<file path="src/rtl/parking_pkg.sv">
// rtl/parking_pkg.sv - shared constants, default general-capacity schedule and lookup helper
package parking_pkg;

  localparam int HOURS_PER_DAY = 24;
  localparam int HOUR_W        = 5;
  localparam int SCHED_W       = 11;

  // Slice h (bits h*SCHED_W +: SCHED_W) is the general capacity for hour h; hour 23 is leftmost.
  localparam logic [HOURS_PER_DAY*SCHED_W-1:0] DEFAULT_SCHED = {
    {8{11'd500}},                        // hours 23..16
    11'd350,                             // hour 15
    11'd300,                             // hour 14
    11'd250,                             // hour 13
    {5{11'd200}},                        // hours 12..8
    {8{11'd500}}                         // hours 7..0
  };

  function automatic logic [SCHED_W-1:0] cap_of_hour(
    input logic [HOURS_PER_DAY*SCHED_W-1:0] sched,
    input logic [HOUR_W-1:0]                hour
  );
    return sched[hour*SCHED_W +: SCHED_W];
  endfunction

endpackage

</file>
<file path="src/rtl/parking_lot_ctrl_if.sv">
// rtl/parking_lot_ctrl_if.sv - gate-sensor requests, decisions and occupancy/vacancy status
interface parking_lot_ctrl_if
  import parking_pkg::*;
#(
  parameter int CNT_W = SCHED_W
);

  logic              entry_req;
  logic              entry_is_uni;
  logic              exit_req;
  logic              exit_is_uni;
  logic              time_set;
  logic [HOUR_W-1:0] hour_in;

  logic              entry_done;
  logic              entry_ok;
  logic              exit_done;
  logic              exit_err;
  logic [HOUR_W-1:0] hour;
  logic [CNT_W-1:0]  uni_parked;
  logic [CNT_W-1:0]  gen_parked;
  logic [CNT_W-1:0]  uni_vacated;
  logic [CNT_W-1:0]  gen_vacated;
  logic              uni_has_space;
  logic              gen_has_space;

  modport master (
    output entry_req, entry_is_uni, exit_req, exit_is_uni, time_set, hour_in,
    input  entry_done, entry_ok, exit_done, exit_err, hour,
    input  uni_parked, gen_parked, uni_vacated, gen_vacated, uni_has_space, gen_has_space
  );

  modport slave (
    input  entry_req, entry_is_uni, exit_req, exit_is_uni, time_set, hour_in,
    output entry_done, entry_ok, exit_done, exit_err, hour,
    output uni_parked, gen_parked, uni_vacated, gen_vacated, uni_has_space, gen_has_space
  );

endinterface

</file>
<file path="src/rtl/parking_clock.sv">
// rtl/parking_clock.sv - tick/hour-of-day counter with loadable hour
module parking_clock
  import parking_pkg::*;
#(
  parameter int TICKS_PER_HOUR = 3600
) (
  input  logic              clk,
  input  logic              rst,
  input  logic              time_set,
  input  logic [HOUR_W-1:0] hour_in,
  output logic [HOUR_W-1:0] hour
);

  localparam int TICK_W = (TICKS_PER_HOUR > 1) ? $clog2(TICKS_PER_HOUR) : 1;
  localparam logic [TICK_W-1:0] LAST_TICK = TICK_W'(TICKS_PER_HOUR - 1);
  localparam logic [HOUR_W-1:0] LAST_HOUR = HOUR_W'(HOURS_PER_DAY - 1);

  logic [TICK_W-1:0] tick;

  // Advance tick/hour; a time load restarts the hour and wins over the rollover.
  always_ff @(posedge clk) begin
    if (rst) begin
      tick <= '0;
      hour <= '0;
    end else if (time_set) begin
      tick <= '0;
      hour <= (hour_in > LAST_HOUR) ? LAST_HOUR : hour_in;
    end else if (tick == LAST_TICK) begin
      tick <= '0;
      hour <= (hour == LAST_HOUR) ? '0 : hour + 1'b1;
    end else begin
      tick <= tick + 1'b1;
    end
  end

endmodule

</file>
<file path="src/rtl/parking_lot_ctrl.sv">
// rtl/parking_lot_ctrl.sv - occupancy tracking, entry/exit decisions and vacancy reporting
module parking_lot_ctrl
  import parking_pkg::*;
#(
  parameter int TOTAL_CAP      = 700,
  parameter int CNT_W          = SCHED_W,
  parameter int TICKS_PER_HOUR = 3600,
  parameter logic [HOURS_PER_DAY*CNT_W-1:0] GEN_CAP_SCHED = DEFAULT_SCHED
) (
  input logic               clk,
  input logic               rst,
  parking_lot_ctrl_if.slave bus
);

  localparam logic [CNT_W-1:0] TOTAL = CNT_W'(TOTAL_CAP);

  logic [HOUR_W-1:0] hour;
  logic [CNT_W-1:0]  cap;
  logic [CNT_W-1:0]  uni_parked, gen_parked;
  logic [CNT_W-1:0]  uni_vac, gen_vac, gen_floor;
  logic              entry_admit, exit_error;
  logic              uni_inc, gen_inc, uni_dec, gen_dec;
  logic              entry_done_q, entry_ok_q, exit_done_q, exit_err_q;

  parking_clock #(
    .TICKS_PER_HOUR (TICKS_PER_HOUR)
  ) u_clock (
    .clk      (clk),
    .rst      (rst),
    .time_set (bus.time_set),
    .hour_in  (bus.hour_in),
    .hour     (hour)
  );

  if (CNT_W == SCHED_W) begin : g_pkg_cap
    assign cap = cap_of_hour(GEN_CAP_SCHED, hour);
  end else begin : g_slice_cap
    assign cap = GEN_CAP_SCHED[hour*CNT_W +: CNT_W];
  end

  // Vacancy: uni cars beyond the uni-only region eat into general space, so general then shares the leftover.
  always_comb begin
    uni_vac   = TOTAL - uni_parked - gen_parked;
    gen_floor = TOTAL - cap;
    gen_vac   = '0;
    if (uni_parked > gen_floor) begin
      gen_vac = uni_vac;
    end else if (cap > gen_parked) begin
      gen_vac = cap - gen_parked;
    end
  end

  // Entry and exit are judged independently against pre-cycle occupancy.
  always_comb begin
    entry_admit = bus.entry_req & (bus.entry_is_uni ? (uni_vac != '0) : (gen_vac != '0));
    exit_error  = bus.exit_req & (bus.exit_is_uni ? (uni_parked == '0) : (gen_parked == '0));
    uni_inc     = entry_admit & bus.entry_is_uni;
    gen_inc     = entry_admit & ~bus.entry_is_uni;
    uni_dec     = bus.exit_req & ~exit_error & bus.exit_is_uni;
    gen_dec     = bus.exit_req & ~exit_error & ~bus.exit_is_uni;
  end

  // Occupancy counters and one-cycle done/result pulses; strobes in a reset cycle are dropped.
  always_ff @(posedge clk) begin
    if (rst) begin
      uni_parked   <= '0;
      gen_parked   <= '0;
      entry_done_q <= 1'b0;
      entry_ok_q   <= 1'b0;
      exit_done_q  <= 1'b0;
      exit_err_q   <= 1'b0;
    end else begin
      uni_parked   <= uni_parked + CNT_W'(uni_inc) - CNT_W'(uni_dec);
      gen_parked   <= gen_parked + CNT_W'(gen_inc) - CNT_W'(gen_dec);
      entry_done_q <= bus.entry_req;
      entry_ok_q   <= entry_admit;
      exit_done_q  <= bus.exit_req;
      exit_err_q   <= exit_error;
    end
  end

  assign bus.entry_done    = entry_done_q;
  assign bus.entry_ok      = entry_ok_q;
  assign bus.exit_done     = exit_done_q;
  assign bus.exit_err      = exit_err_q;
  assign bus.hour          = hour;
  assign bus.uni_parked    = uni_parked;
  assign bus.gen_parked    = gen_parked;
  assign bus.uni_vacated   = uni_vac;
  assign bus.gen_vacated   = gen_vac;
  assign bus.uni_has_space = (uni_vac != '0);
  assign bus.gen_has_space = (gen_vac != '0);

  a_total_cap: assert property (@(posedge clk) disable iff (rst)
    ({1'b0, uni_parked} + {1'b0, gen_parked}) <= (CNT_W+1)'(TOTAL_CAP));

endmodule

</file>
<file path="src/flat_wrapper.sv">
// flat-port wrapper written by rule: the top's interface ports become plain ports
module parking_lot_ctrl_flat import parking_pkg::*;
#(
  parameter int TOTAL_CAP      = 700,
  parameter int CNT_W          = SCHED_W,
  parameter int TICKS_PER_HOUR = 3600,
  parameter logic [HOURS_PER_DAY*CNT_W-1:0] GEN_CAP_SCHED = DEFAULT_SCHED
)
  (clk, rst, bus_entry_req, bus_entry_is_uni, bus_exit_req, bus_exit_is_uni, bus_time_set, bus_hour_in, bus_entry_done, bus_entry_ok, bus_exit_done, bus_exit_err, bus_hour, bus_uni_parked, bus_gen_parked, bus_uni_vacated, bus_gen_vacated, bus_uni_has_space, bus_gen_has_space);
  parking_lot_ctrl_if #(.CNT_W(CNT_W)) bus_i ();
  input logic clk;
  input logic rst;
  input wire logic [$bits(bus_i.entry_req)-1:0] bus_entry_req;
  input wire logic [$bits(bus_i.entry_is_uni)-1:0] bus_entry_is_uni;
  input wire logic [$bits(bus_i.exit_req)-1:0] bus_exit_req;
  input wire logic [$bits(bus_i.exit_is_uni)-1:0] bus_exit_is_uni;
  input wire logic [$bits(bus_i.time_set)-1:0] bus_time_set;
  input wire logic [$bits(bus_i.hour_in)-1:0] bus_hour_in;
  output wire logic [$bits(bus_i.entry_done)-1:0] bus_entry_done;
  output wire logic [$bits(bus_i.entry_ok)-1:0] bus_entry_ok;
  output wire logic [$bits(bus_i.exit_done)-1:0] bus_exit_done;
  output wire logic [$bits(bus_i.exit_err)-1:0] bus_exit_err;
  output wire logic [$bits(bus_i.hour)-1:0] bus_hour;
  output wire logic [$bits(bus_i.uni_parked)-1:0] bus_uni_parked;
  output wire logic [$bits(bus_i.gen_parked)-1:0] bus_gen_parked;
  output wire logic [$bits(bus_i.uni_vacated)-1:0] bus_uni_vacated;
  output wire logic [$bits(bus_i.gen_vacated)-1:0] bus_gen_vacated;
  output wire logic [$bits(bus_i.uni_has_space)-1:0] bus_uni_has_space;
  output wire logic [$bits(bus_i.gen_has_space)-1:0] bus_gen_has_space;
  assign bus_i.entry_req = bus_entry_req;
  assign bus_i.entry_is_uni = bus_entry_is_uni;
  assign bus_i.exit_req = bus_exit_req;
  assign bus_i.exit_is_uni = bus_exit_is_uni;
  assign bus_i.time_set = bus_time_set;
  assign bus_i.hour_in = bus_hour_in;
  assign bus_entry_done = bus_i.entry_done;
  assign bus_entry_ok = bus_i.entry_ok;
  assign bus_exit_done = bus_i.exit_done;
  assign bus_exit_err = bus_i.exit_err;
  assign bus_hour = bus_i.hour;
  assign bus_uni_parked = bus_i.uni_parked;
  assign bus_gen_parked = bus_i.gen_parked;
  assign bus_uni_vacated = bus_i.uni_vacated;
  assign bus_gen_vacated = bus_i.gen_vacated;
  assign bus_uni_has_space = bus_i.uni_has_space;
  assign bus_gen_has_space = bus_i.gen_has_space;
  parking_lot_ctrl #(.TOTAL_CAP(TOTAL_CAP), .CNT_W(CNT_W), .TICKS_PER_HOUR(TICKS_PER_HOUR), .GEN_CAP_SCHED(GEN_CAP_SCHED)) u_core (.clk(clk), .rst(rst), .bus(bus_i));
endmodule
</file>
<file path="config.mk">
export PLATFORM = sky130hd
export DESIGN_NAME = parking_lot_ctrl_flat
export DESIGN_NICKNAME = d
export VERILOG_FILES = /design/src/rtl/parking_pkg.sv /design/src/rtl/parking_lot_ctrl_if.sv /design/src/rtl/parking_clock.sv /design/src/rtl/parking_lot_ctrl.sv /design/src/flat_wrapper.sv
export SDC_FILE = /design/constraint.sdc
export NUM_CORES = 1
export LEC_CHECK = 0
export CORE_MARGIN = 2
export CORE_UTILIZATION = 50
export DETAILED_ROUTE_END_ITERATION = 10
export PLACE_DENSITY = 0.75
export RECOVER_POWER = 25
export SYNTH_ARGS = -nofsm -noshare
export SYNTH_HDL_FRONTEND = slang
export SYNTH_SLANG_ARGS = --single-unit
</file>
<file path="constraint.sdc">
create_clock -name clk -period 6.4 [get_ports clk]
set_input_delay 0.64 -clock clk [delete_from_list [all_inputs] [get_ports clk]]
set_output_delay 0.64 -clock clk [all_outputs]
set_load 0.01 [all_outputs]
</file>
==> Yosys cells after proc, flatten, opt, wreduce, memory -nomap -nowiden <==
Index checks and enable logic that the tools add are counted.
{ "totals": {"regBits": 43, "inputBits": 12} }
{ "classes": {"n_addsub": 10, "n_mul": 1, "n_lt_le_gt_ge": 3, "n_eq_ne": 2, "shifts": 1, "n_mux": 8, "bitwise_logic": 10, "reduce_logical": 6} }
{ "op_table": {"columns": ["operator", "count"], "rows": [
  ["$shiftx 264x10->11 const A", 1],
  ["$add 11x1->11", 2],
  ["$gt 11x11->1", 2],
  ["$logic_not 11->1", 2],
  ["$mux 11", 2],
  ["$reduce_bool 11->1", 2],
  ["$sub 10x11->11 const A", 2],
  ["$sub 11x1->11", 2],
  ["$sub 11x11->11", 2],
  ["$mux 5", 4],
  ["$add 12x1->12 const B", 1],
  ["$eq 12x12->1 const B", 1],
  ["$mul 5x4->9 const B", 1],
  ["$and 1x1->1", 7],
  ["$add 5x1->5 const B", 1],
  ["$eq 5x5->1 const B", 1],
  ["$gt 5x5->1 const B", 1],
  ["$not 1->1", 3],
  ["$reduce_or 3->1", 1],
  ["$mux 1", 2],
  ["$reduce_bool 2->1", 1]
]} }

==> Depth between registers and ports, before layout <==
Gate-level depths: netlist (run 1).
{ "logic_depth": {"depth_word": 11, "mapped_depth": 26} }

==> Cells and area by module <==
A second synthesis (run 1) with hierarchy kept.
{ "unflattened": {"hier_cells": 523, "area_unflattened_um2": 4229.1} }
{ "by_module_without_submodules": {"columns": ["mod", "n_inst", "cells_each", "area_each_um2", "seq_area_each_um2"], "rows": [
  ["parking_lot_ctrl", 1, 431, 3413.3, 520.5],
  ["parking_clock", 1, 92, 815.8, 340.3]
]} }

==> Least setup slack after synthesis (run 1) <==
OpenSTA, ideal clock, no wires.
{ "synth_path": {"kind": "register -> register", "start": "register u_core.uni_parked[1] (netlist: u_core.bus.uni_parked[1])", "end": "register u_core.uni_parked[10] (netlist: u_core.bus.uni_parked[10])", "setup_time_ns": 0.128, "arrival_ns": 4.891, "slack_ns": 1.382, "path_stages_with_launch": 25, "n_path_buf": 0, "synth_period_minus_slack_ns": 5.018, "path_cell_list": "dfxtp_1 > ha_1 > inv_1 > ha_1 > inv_1 > fa_1 > nor2b_1 > o211a_1 > mux2i_1 > o2111ai_1 > or4_1 > nor4_1 > inv_1 > and3_1 > ha_1 > inv_1 > fa_1 > nand2b_1 > a21oi_1 > o21ai_0 > a21oi_1 > o41ai_1 > o21ai_0 > xnor2_1 > nor2_1"} }
{ "synth_between": {"word_cells_on_any_way": 17} }
{ "synth_rtl": {"columns": ["item", "line", "text"], "rows": [
  ["start: declaration", "parking_lot_ctrl.sv:19", "logic [CNT_W-1:0] uni_parked, gen_parked;"],
  ["start signal: assignment", "parking_lot_ctrl.sv:73", "uni_parked <= uni_parked + CNT_W'(uni_inc) - CNT_W'(uni_dec);"],
  ["$sub 10x11->11", "parking_lot_ctrl.sv:43", "uni_vac = TOTAL - uni_parked - gen_parked;"],
  ["$sub 11x11->11", "parking_lot_ctrl.sv:43", null],
  ["net bus_uni_vacated[7]", "flat_wrapper.sv:26", "output wire logic [$bits(bus_i.uni_vacated)-1:0] bus_uni_vacated;"],
  ["$reduce_bool 11->1", null, null],
  ["net bus_uni_has_space", "flat_wrapper.sv:28", "output wire logic [$bits(bus_i.uni_has_space)-1:0] bus_uni_has_space;"],
  ["$mux 1", "parking_lot_ctrl.sv:55", "entry_admit = bus.entry_req & (bus.entry_is_uni ? (uni_vac != '0) : (gen_vac != '0));"],
  ["$and 1x1->1", "parking_lot_ctrl.sv:55", null],
  ["$and 1x1->1", "parking_lot_ctrl.sv:57", "uni_inc = entry_admit & bus.entry_is_uni;"],
  ["$add 11x1->11", "parking_lot_ctrl.sv:73", null],
  ["$sub 11x1->11", "parking_lot_ctrl.sv:73", null]
]} }
The timed path passes the listed nets, and every way through them passes these cells.
A chain may end at the register's enable or synchronous reset.

==> Final worst setup path (run 1) <==
{ "layout_path": {"start": "register u_core.uni_parked[1] (netlist: u_core.bus.uni_parked[1])", "end": "register u_core.uni_parked[10] (netlist: u_core.bus.uni_parked[10])"} }
{ "layout_between": {"elab_chain_cells": 9, "word_cells_on_any_way": 17} }
{ "layout_rtl": {"columns": ["item", "line", "text"], "rows": [
  ["$sub 10x11->11", "parking_lot_ctrl.sv:43", null],
  ["$sub 11x11->11", "parking_lot_ctrl.sv:43", null],
  ["$mux 11", "parking_lot_ctrl.sv:46", "if (uni_parked > gen_floor) begin"],
  ["$reduce_bool 11->1", "parking_lot_ctrl.sv:55", null],
  ["$mux 1", "parking_lot_ctrl.sv:55", null],
  ["$and 1x1->1", "parking_lot_ctrl.sv:55", null],
  ["$and 1x1->1", "parking_lot_ctrl.sv:57", null],
  ["$add 11x1->11", "parking_lot_ctrl.sv:73", null],
  ["$sub 11x1->11 *", "parking_lot_ctrl.sv:73", null]
]} }
Mark *: on every way between the ends. The rest lies on a longest branch, timed or not.

==> run metrics, run 1 <==
Port Buffers=66; Yosys top cell area share=20.7%; Max rail drop VDD=0.263 mV; setup TNS=0 ps; worst-margin pin slew=1180 ps; Final Hold Fails=0; Critical Path Max Stage Delay=530 ps; CTS Buf Count=5; Post-synth EDFFs=0; buffer depth of the longest clock path=2; Max Cap Viol=0; Setup WS post-layout=553 ps; routability cong.=0.998; residual DRC count=0; Net Count, Synth=607; grt met3 use=2.61%; via count=3820; CP cell instances=ha_1, inv_1, ha_1, inv_1, fa_1, nor2b_1, o211a_1, mux2i_1, o2111ai_1, or4_1, nor4_1, inv_1, and3_1, ha_1, inv_1, fa_1, nand2b_1, a21oi_1, o21ai_0, a21oi_1, o41ai_1, o21ai_0, xnor2_1, nor2_1; Final ANT Viol Nets=0; relative max-transition margin=21.0%; core area=8130 sq um; Pre-antenna DRT Iters=4; Final Critical Period=5850 ps; CTS hold repair buffers=0; Worst Setup Start Kind=register; Die Area=9090 sq um; FP Rows=33; postcts setup bufs=0; synthesis warning total=0; critical path endpoint category=register; post-DP HPWL=8.67 mm; DRT Wirelength=10.7 mm; Netlist cell types=59; CTS tree=done; final core utilization=61.5%; Yosys top cell by area=ha_1; final setup violating endpoints=0; outcome=completed; prevailing post-synth register cell=dfxtp_1; remaining global-route overflow=0; post-place setup slack=602 ps; fillers=751; average size of a mapped cell=7.99 sq um; Synth area leaders=ha_1, dfxtp_1, xnor2_1, nor2_1, inv_1; WL per Instance=15.5 microns; die width=95.3 microns; Hold Crit Class=reg -> reg; Slew Limit Fails=0; DIE HEIGHT=95.3 microns; post-cts sizing count=0; Clk pin slew, worst setup/hold paths=100 ps; number of register bits inferred by synthesis=43; M1 GR Usage=31.5%; Skew-Pair Late Insertion Delay=310 ps; fraction of layout instances using a drive strength above 1=2.91%; Via density=5.54; initial DRC count=205; power per cell area=654 nW/um^2; Setup Skew=9.79 ps; number of global-route vias before repair=3693; clk sinks=43; global route hottest layer=met2; area added between synthesis and finish=20.0%; first-pass GRT wire length=17.3 mm; Initial Util=51.3%; # IOs=67; largest net degree at the start of global routing=31; LEAKAGE=0.00213 uW; CP max FO=6; RSZ-0062 raised after global routing=false; critical path arrival=6000 ps; initial antenna violation count=0; fmax=171 MHz; asr flop ratio synth=0%; worst setup path class=reg -> reg; required time of the critical path=6550 ps; post-synthesis cell area=4170 sq um; H-tree Lvls=2; Gate Count Post-Synth=522; Net count, final=668; gr usage total=24.2%; met2 track demand over resource=42.5%; Slowest-stage cell, CP=dfxtp_1; post-synthesis sequential area ratio=20.6%; cell mode on critical path=inv_1; Antenna diodes=0; root buffer cell=clkbuf_8; period utilisation layout=91.4%
## cell usage in the layout, fill, tap and decap left out, drive strengths merged, types with 15 or more instances in the layout
master,n
nor2,58
clkdlybuf4s50,46
xnor2,32
dfxtp,43
a21oi,27
inv,56
o21ai,25
dlygate4sd3,20
nand2,31
ha,69
nor2b,15
## critical path, delay by kind of cell, from the launching register on
family / cells / cell delay [ps]
simple gates: 6 / 1640
compound gates: 7 / 1510
fa+ha+maj: 5 / 1290
flops: 1 / 530
buf+inv: 4 / 340
mux: 1 / 200
xor+xnor: 1 / 190
## cells in the mapped netlist, types with 5 or more instances
library cell  instances
and3_1                7
dfxtp_1              43
a211oi_1             10
and2_1                5
nand2b_1              8
o21a_1                5
a21o_1               11
a21oi_1              27
nand2_1              31
clkbuf_1             10
o21ai_0              25
nand3_1              11
inv_1                54
ha_1                 69
nor2b_1              15
nor2_1               58
nor3_1               13
xor2_1               14
xnor2_1              32
nor4_1                6
## power by group
part / switching (uW) / total, uW / internal, uW
combinational: 1350 / 2650 / 1300
sequential: 103 / 437 / 335
clock: 111 / 191 / 80.5
total: 1560 / 3270 / 1710
## final timing paths
kind | from | end | slack [ps] | depth (start not counted)
hold / removal | u_core.u_clock.tick[0]$_SDFF_PP0_ | u_core.u_clock.tick[0]$_SDFF_PP0_ | 490 | 1
hold reg to reg | u_core.u_clock.tick[0]$_SDFF_PP0_ | u_core.u_clock.tick[0]$_SDFF_PP0_ | 490 | 1
setup / recovery | u_core.bus.uni_parked[1]$_SDFF_PP0_ | u_core.bus.uni_parked[10]$_SDFF_PP0_ | 550 | 24
setup reg to reg | u_core.bus.uni_parked[1]$_SDFF_PP0_ | u_core.bus.uni_parked[10]$_SDFF_PP0_ | 550 | 24
## kinds of logic (layout without fill, tap and decap cells)
logic type | count (synthesis) | after routing | synth area share (%)
muxes | 1 | 1 | 0.240
AOI/OAI and AO/OA | 114 | 114 | 18.6
and+or+nand+nor | 177 | 177 | 21.6
adders and majority gates | 75 | 75 | 23.1
buffers and inverters | 66 | 128 | 6.15
xor gates and xnor gates | 46 | 46 | 9.66
DFF | 43 | 43 | 20.6
## flip-flops by register name (all words and copies together) (netlist names)
name                   cells
u_core.bus.entry_done      1
u_core.bus.entry_ok        1
u_core.bus.exit_done       1
u_core.bus.exit_err        1
u_core.bus.gen_parked     11
u_core.bus.uni_parked     11
u_core.u_clock.hour        5
u_core.u_clock.tick       12
## stage by stage
stage	std cells	hold WS [ps]	power (uW)	instance area (sq um)
2_1_floorplan	522	430	2090	4170
3_3_place_gp	681	448	3050	4910
3_5_place_dp	681	463	3090	4910
4_1_cts	689	489	3290	5000
5_1_grt	689	509	3570	5000
6_report	689	487	3270	5000
## layer usage
metal  routed length, microns  part of all wire (%)
met4                      188                   1.8
met1                     4850                    46
met5                        0                     0
met3                      529                   5.0
met2                     5080                    48
## layout make-up
cell class	instances	area, sq um	share of cell area, %
Sequential cell	43	861	17.2
Clock inverter	3	26.3	0.525
Inverter	54	203	4.05
Timing Repair Buffer	66	661	13.2
Clock buffer	5	68.8	1.38
Tap cell	105	131	2.63
Multi-Input combinational cell	413	3050	61.0
(Power assumes the default switching activity.)
==> run 2: changes to the inputs <==
--- a/config.mk
+++ b/config.mk
@@ -5,11 +5,13 @@
 export SDC_FILE = /design/constraint.sdc
 export NUM_CORES = 1
 export LEC_CHECK = 0
+export CAP_MARGIN = 20
 export CORE_MARGIN = 2
 export CORE_UTILIZATION = 50
 export DETAILED_ROUTE_END_ITERATION = 10
 export PLACE_DENSITY = 0.75
 export RECOVER_POWER = 25
+export SKIP_CTS_REPAIR_TIMING = 1
 export SYNTH_ARGS = -nofsm -noshare
 export SYNTH_HDL_FRONTEND = slang
 export SYNTH_SLANG_ARGS = --single-unit
==> run 2 against run 1 <==
  * Clock-buffer cell count is the same
  * Setup slack better by 20 ps
  * Cell area grew 0.55%
  * Sequential share of layout area is 0.094 points lower
  * Hold slack improved by 7.4 ps
  * Combinational power about the same
  * Routed wire length increased by 1.1%
  * First-iteration DRC count rose by 20%
==> run metrics, run 2 (synthesized netlist as in run 1, its figures left out) <==
period utilisation layout=91.0%; CTS Buf Count=5; core area=8130 sq um; total power=3290 uW; H-tree Lvls=2; Final Hold Fails=0; Antenna diodes=0; Max rail drop VDD=0.252 mV; Setup WS post-layout=574 ps; clk sinks=43; setup TNS=0 ps; final non-filler cell total=690; Slew Limit Fails=0; FP Rows=33; placed cell count=682; CTS tree=done; worst setup path class=reg -> reg; Largest Register=u_core.u_clock.tick; Die Area=9090 sq um; root buffer cell=clkbuf_8; # IOs=67; CP delay by family, top=simple AND/OR/NAND/NOR gates; max reg flops=12; residual DRC count=0; CP max FO=6; Final Critical Period=5830 ps; Setup Skew=8.12 ps; first-pass GRT wire length=17.6 mm; R2R Setup Slk=570 ps; final setup violating endpoints=0; largest registers=u_core.u_clock.tick (12), u_core.bus.gen_parked (11), u_core.bus.uni_parked (11); number of global-route vias before repair=3765; die width=95.3 microns; Clk pin slew, worst setup/hold paths=100 ps; WP buf/inv=4; post-DP HPWL=8.71 mm; Hold Crit Class=reg -> reg; fraction of layout instances using a drive strength above 1=3.08%; DRT Wirelength=10.8 mm; WL per Instance=15.6 microns; relative max-transition margin=34.8%; Initial Util=51.3%; via count=3928; initial antenna violation count=0; Slowest-stage cell, CP=nor4_1; fmax=172 MHz; Pre-antenna DRT Iters=5; Max Cap Viol=0; outcome=completed; initial DRC count=247; largest net degree at the start of global routing=23; post-place setup slack=687 ps; fillers=756; critical path arrival=6030 ps; power per cell area=654 nW/um^2; remaining global-route overflow=0; gr usage total=24.6%; critical path endpoint category=register; Via density=5.69; most frequent cells in the layout=ha_1, nor2_1, inv_1; Critical Path Max Stage Delay=560 ps; area added between synthesis and finish=20.6%; required time of the critical path=6600 ps; Port Buffers=66; commonest non-fill, non-tap cell in the layout=ha_1; Skew-Pair Late Insertion Delay=310 ps; fin area=5030 sq um; DIE HEIGHT=95.3 microns; worst-margin pin slew=978 ps; cell mode on critical path=inv_1; Final ANT Viol Nets=0; Worst Setup Start Kind=register; routability cong.=0.998; buffer depth of the longest clock path=2; dpl cell area=4940 sq um; Net count, final=669; LEAKAGE=0.00214 uW; RSZ-0062 raised after global routing=false; CP cell instances=ha_1, inv_1, ha_1, inv_1, fa_1, nor2b_1, o211a_1, mux2i_1, o2111ai_1, or4_1, nor4_1, inv_1, and3_1, ha_1, inv_1, fa_1, nand2b_1, a21oi_1, o21ai_0, a21oi_1, o41ai_1, o21ai_0, xnor2_1, nor2_1
==> run 2: area by class of cell <==
class | instances | area [sq um] | share of cell area, %
clock inverter | 3 | 26.3 | 0.522
clock buffer | 5 | 68.8 | 1.37
multi-input combinational | 413 | 3050 | 60.7
inverter | 54 | 203 | 4.03
sequential | 43 | 861 | 17.1
tap | 105 | 131 | 2.61
timing repair buffer | 67 | 688 | 13.7
==> run 2: final timing paths <==
| kind | startpoint | cells after the start | end |
|---|---|---|---|
| max | u_core.bus.uni_parked[1]$_SDFF_PP0_ | 24 | u_core.bus.uni_parked[10]$_SDFF_PP0_ |
| min | u_core.u_clock.tick[0]$_SDFF_PP0_ | 1 | u_core.u_clock.tick[0]$_SDFF_PP0_ |
| max reg2reg | u_core.bus.uni_parked[1]$_SDFF_PP0_ | 24 | u_core.bus.uni_parked[10]$_SDFF_PP0_ |
| min reg2reg | u_core.u_clock.tick[0]$_SDFF_PP0_ | 1 | u_core.u_clock.tick[0]$_SDFF_PP0_ |
==> run 2: report_power, final <==
part           internal, uW  switching [uW]
registers               335             105
clock network          80.5             110
logic                  1300            1360
total                  1720            1570
==> run 2: routing by layer <==
metal / vias to the layer above / track usage [%] / routed length, microns
met1: 1838 / 32.2 / 4950
met4: 0 / 6.40 / 210
met3: 18 / 2.61 / 478
met2: 113 / 43.1 / 5130
li1: 1959 / - / -
met5: - / 0 / 0
==> run 2: per-stage QoR <==
| step | hold slack, ps | utilization (%) |
|---|---|---|
| floorplan | 430 | - |
| global placement | 448 | 60.4 |
| detailed placement | 464 | 60.7 |
| CTS | 488 | 61.9 |
| global route | 509 | 61.9 |
| finish | 494 | 61.9 |
==> run 2: worst register-to-register path, stage by stage, from the launching register on <==
cell	delay (ps)
dfxtp_1	510
ha_1	290
inv_1	60
ha_1	180
inv_1	60
fa_1	400
nor2b_1	160
o211a_1	190
mux2i_1	220
o2111ai_1	200
or4_1	520
nor4_1	560
inv_1	130
and3_1	270
ha_1	220
inv_1	80
fa_1	190
nand2b_1	110
a21oi_1	80
o21ai_0	220
a21oi_1	130
o41ai_1	460
o21ai_0	220
xnor2_1	180
nor2_1	60
==> run 3: changes to the inputs <==
--- a/config.mk
+++ b/config.mk
@@ -9,7 +9,8 @@
 export CORE_MARGIN = 2
 export CORE_UTILIZATION = 50
 export DETAILED_ROUTE_END_ITERATION = 10
-export PLACE_DENSITY = 0.75
+export HOLD_SLACK_MARGIN = 0.05
+export PLACE_DENSITY = 0.87
 export RECOVER_POWER = 25
 export SKIP_CTS_REPAIR_TIMING = 1
 export SYNTH_ARGS = -nofsm -noshare
==> run 3 against run 2 <==
  * Combinational power hardly changed
  * Total power is 1.5% higher
  * Cell area is essentially flat
  * Sequential power about the same
  * Sequential share of layout area about the same
  * Clock power grew 19%
  * Fmax rose by 0.17%
  * Via count is 1.0% higher
  * Global-route usage barely moved
  * Critical path type unchanged
  * Largest cell class unchanged
==> run metrics, run 3 (synthesized netlist as in run 1, its figures left out) <==
Initial Util=51.3%; metal3 WL=622 microns; Clk pin slew, worst setup/hold paths=90 ps; Critical Path Max Stage Delay=660 ps; reg2reg path depth=23; FP Rows=33; CTS tree=done; Reg power frac=13.1%; fillers=710; post-DP HPWL=8.88 mm; DIE HEIGHT=95.3 microns; fraction of layout instances using a drive strength above 1=2.91%; Worst Setup Start Kind=register; most frequent cells in the layout=ha_1, nor2_1, inv_1; required time of the critical path=6560 ps; routability cong.=1.02; total power=3340 uW; # IOs=67; period utilisation layout=90.9%; area added between synthesis and finish=20.6%; area of the multi-input gates=3050 sq um; Slowest-stage cell, CP=dfxtp_1; CP max FO=18; internal power=1760 uW; Slew Limit Fails=0; setup TNS=0 ps; Pre-antenna DRT Iters=5; WL per Instance=15.8 microns; outcome=completed; relative max-transition margin=28.9%; largest registers=u_core.u_clock.tick (12), u_core.bus.gen_parked (11), u_core.bus.uni_parked (11); Via density=5.75; critical path endpoint category=register; Hold Crit Class=reg -> reg; Skew-Pair Late Insertion Delay=310 ps; largest net degree at the start of global routing=23; worst setup path class=reg -> reg; crit path capture=u_core.bus.gen_parked[10]$_SDFF_PP0_; Final ANT Viol Nets=0; Psw=1580 uW; number of global-route vias before repair=3784; Largest Register=u_core.u_clock.tick; combinational share of power=80.1%; switching share of power=47.3%; power per cell area=664 nW/um^2; via count=3969; max reg flops=12; LEAKAGE=0.00213 uW; Top Metal Used=met4; cell mode on critical path=nand3_1; Metal-1 WL=4.80 mm; Register Area=861 sq um; Antenna diodes=0; Die Area=9090 sq um; Final Hold Fails=0; die width=95.3 microns; commonest non-fill, non-tap cell in the layout=ha_1; initial DRC count=176; FF-to-FF End=u_core.bus.gen_parked[10]$_SDFF_PP0_; Port Buffers=66; Fin Hold WS=487 ps; gr usage total=24.7%; final setup violating endpoints=0; Net count, final=669; Setup Skew=4.32 ps; residual DRC count=0; Clock power frac=6.8%; Crit. Startpoint=u_core.u_clock.hour[3]$_SDFFE_PP0P_; DRT Wirelength=10.9 mm; R2R Setup Slk=580 ps; fmax=172 MHz; clk sinks=43; core area=8130 sq um; RSZ-0062 raised after global routing=false; root buffer cell=clkbuf_8; worst-margin pin slew=1070 ps; CP cell instances=and2b_1, nand3_1, nor4_1, xnor2_1, ha_1, nand3_1, a211o_1, a31o_2, a21o_1, and3_1, nand3_1, o211ai_2, and3b_1, ha_1, fa_1, a21oi_1, o21bai_1, a21oi_1, o21ai_0, a31oi_1, o21bai_1, xor2_1, nor2_1; Max rail drop VDD=0.300 mV; first-pass GRT wire length=17.7 mm; Max Cap Viol=0; initial antenna violation count=0; Met2 Routed Length=5.19 mm; critical path arrival=5980 ps; FF-to-FF Start=u_core.u_clock.hour[3]$_SDFFE_PP0P_; H-tree Lvls=2; buffer depth of the longest clock path=2; Final Critical Period=5820 ps; CTS Buf Count=5; remaining global-route overflow=0
run 3: final cells by class:
type / count / area share [%]
clock buffer: 5 / 1.37
clock inverter: 3 / 0.945
inverter: 54 / 4.03
multi-input combinational: 413 / 60.7
sequential: 43 / 17.1
tap: 105 / 2.61
timing repair buffer: 67 / 13.2
run 3: per-layer routing:
metal	global-route usage (%)	up-vias
li1	-	1950
met1	31.0	1857
met2	43.0	135
met3	3.64	27
met4	8.21	0
met5	0	-
run 3: power by group through the flow:
stage / Sequential, uW / Combinational, uW / Clock, uW
floorplan: 430 / 1660 / 0
global placement: 442 / 2570 / 0
detailed placement: 442 / 2650 / 0
CTS: 437 / 2670 / 230
global route: 446 / 2930 / 239
finish: 437 / 2680 / 227
run 3: how the worst min path moves through the flow:
| stage | startpoint | cells past startpoint | end |
|---|---|---|---|
| finish | u_core.u_clock.tick[0]$_SDFF_PP0_ | 1 | u_core.u_clock.tick[0]$_SDFF_PP0_ |
| detailed placement | u_core.u_clock.tick[0]$_SDFF_PP0_ | 1 | u_core.u_clock.tick[0]$_SDFF_PP0_ |
| floorplan | u_core.u_clock.tick[0]$_SDFF_PP0_ | 1 | u_core.u_clock.tick[0]$_SDFF_PP0_ |
| global placement | u_core.u_clock.tick[0]$_SDFF_PP0_ | 1 | u_core.u_clock.tick[0]$_SDFF_PP0_ |
| CTS | u_core.u_clock.tick[0]$_SDFF_PP0_ | 1 | u_core.u_clock.tick[0]$_SDFF_PP0_ |
| global route | u_core.u_clock.tick[0]$_SDFF_PP0_ | 1 | u_core.u_clock.tick[0]$_SDFF_PP0_ |
run 3: worst max-delay path, delay by kind of cell, from the launching register on:
family | cells | cell delay (ps)
AOI/OAI and AO/OA | 10 | 1920
and+or+nand+nor | 8 | 1770
adders and majority gates | 3 | 970
DFF | 1 | 660
xor gates and xnor gates | 2 | 320
run 3: metrics by stage:
stage | cells | instance area (sq um) | util [%] | setup slack [ps]
floorplan | 522 | 4170 | - | 1380
global placement | 681 | 4910 | 60.4 | 1010
detailed placement | 682 | 4940 | 60.7 | 864
CTS | 690 | 5050 | 62.1 | 761
global route | 690 | 5030 | 61.8 | 243
finish | 690 | 5030 | 61.8 | 584
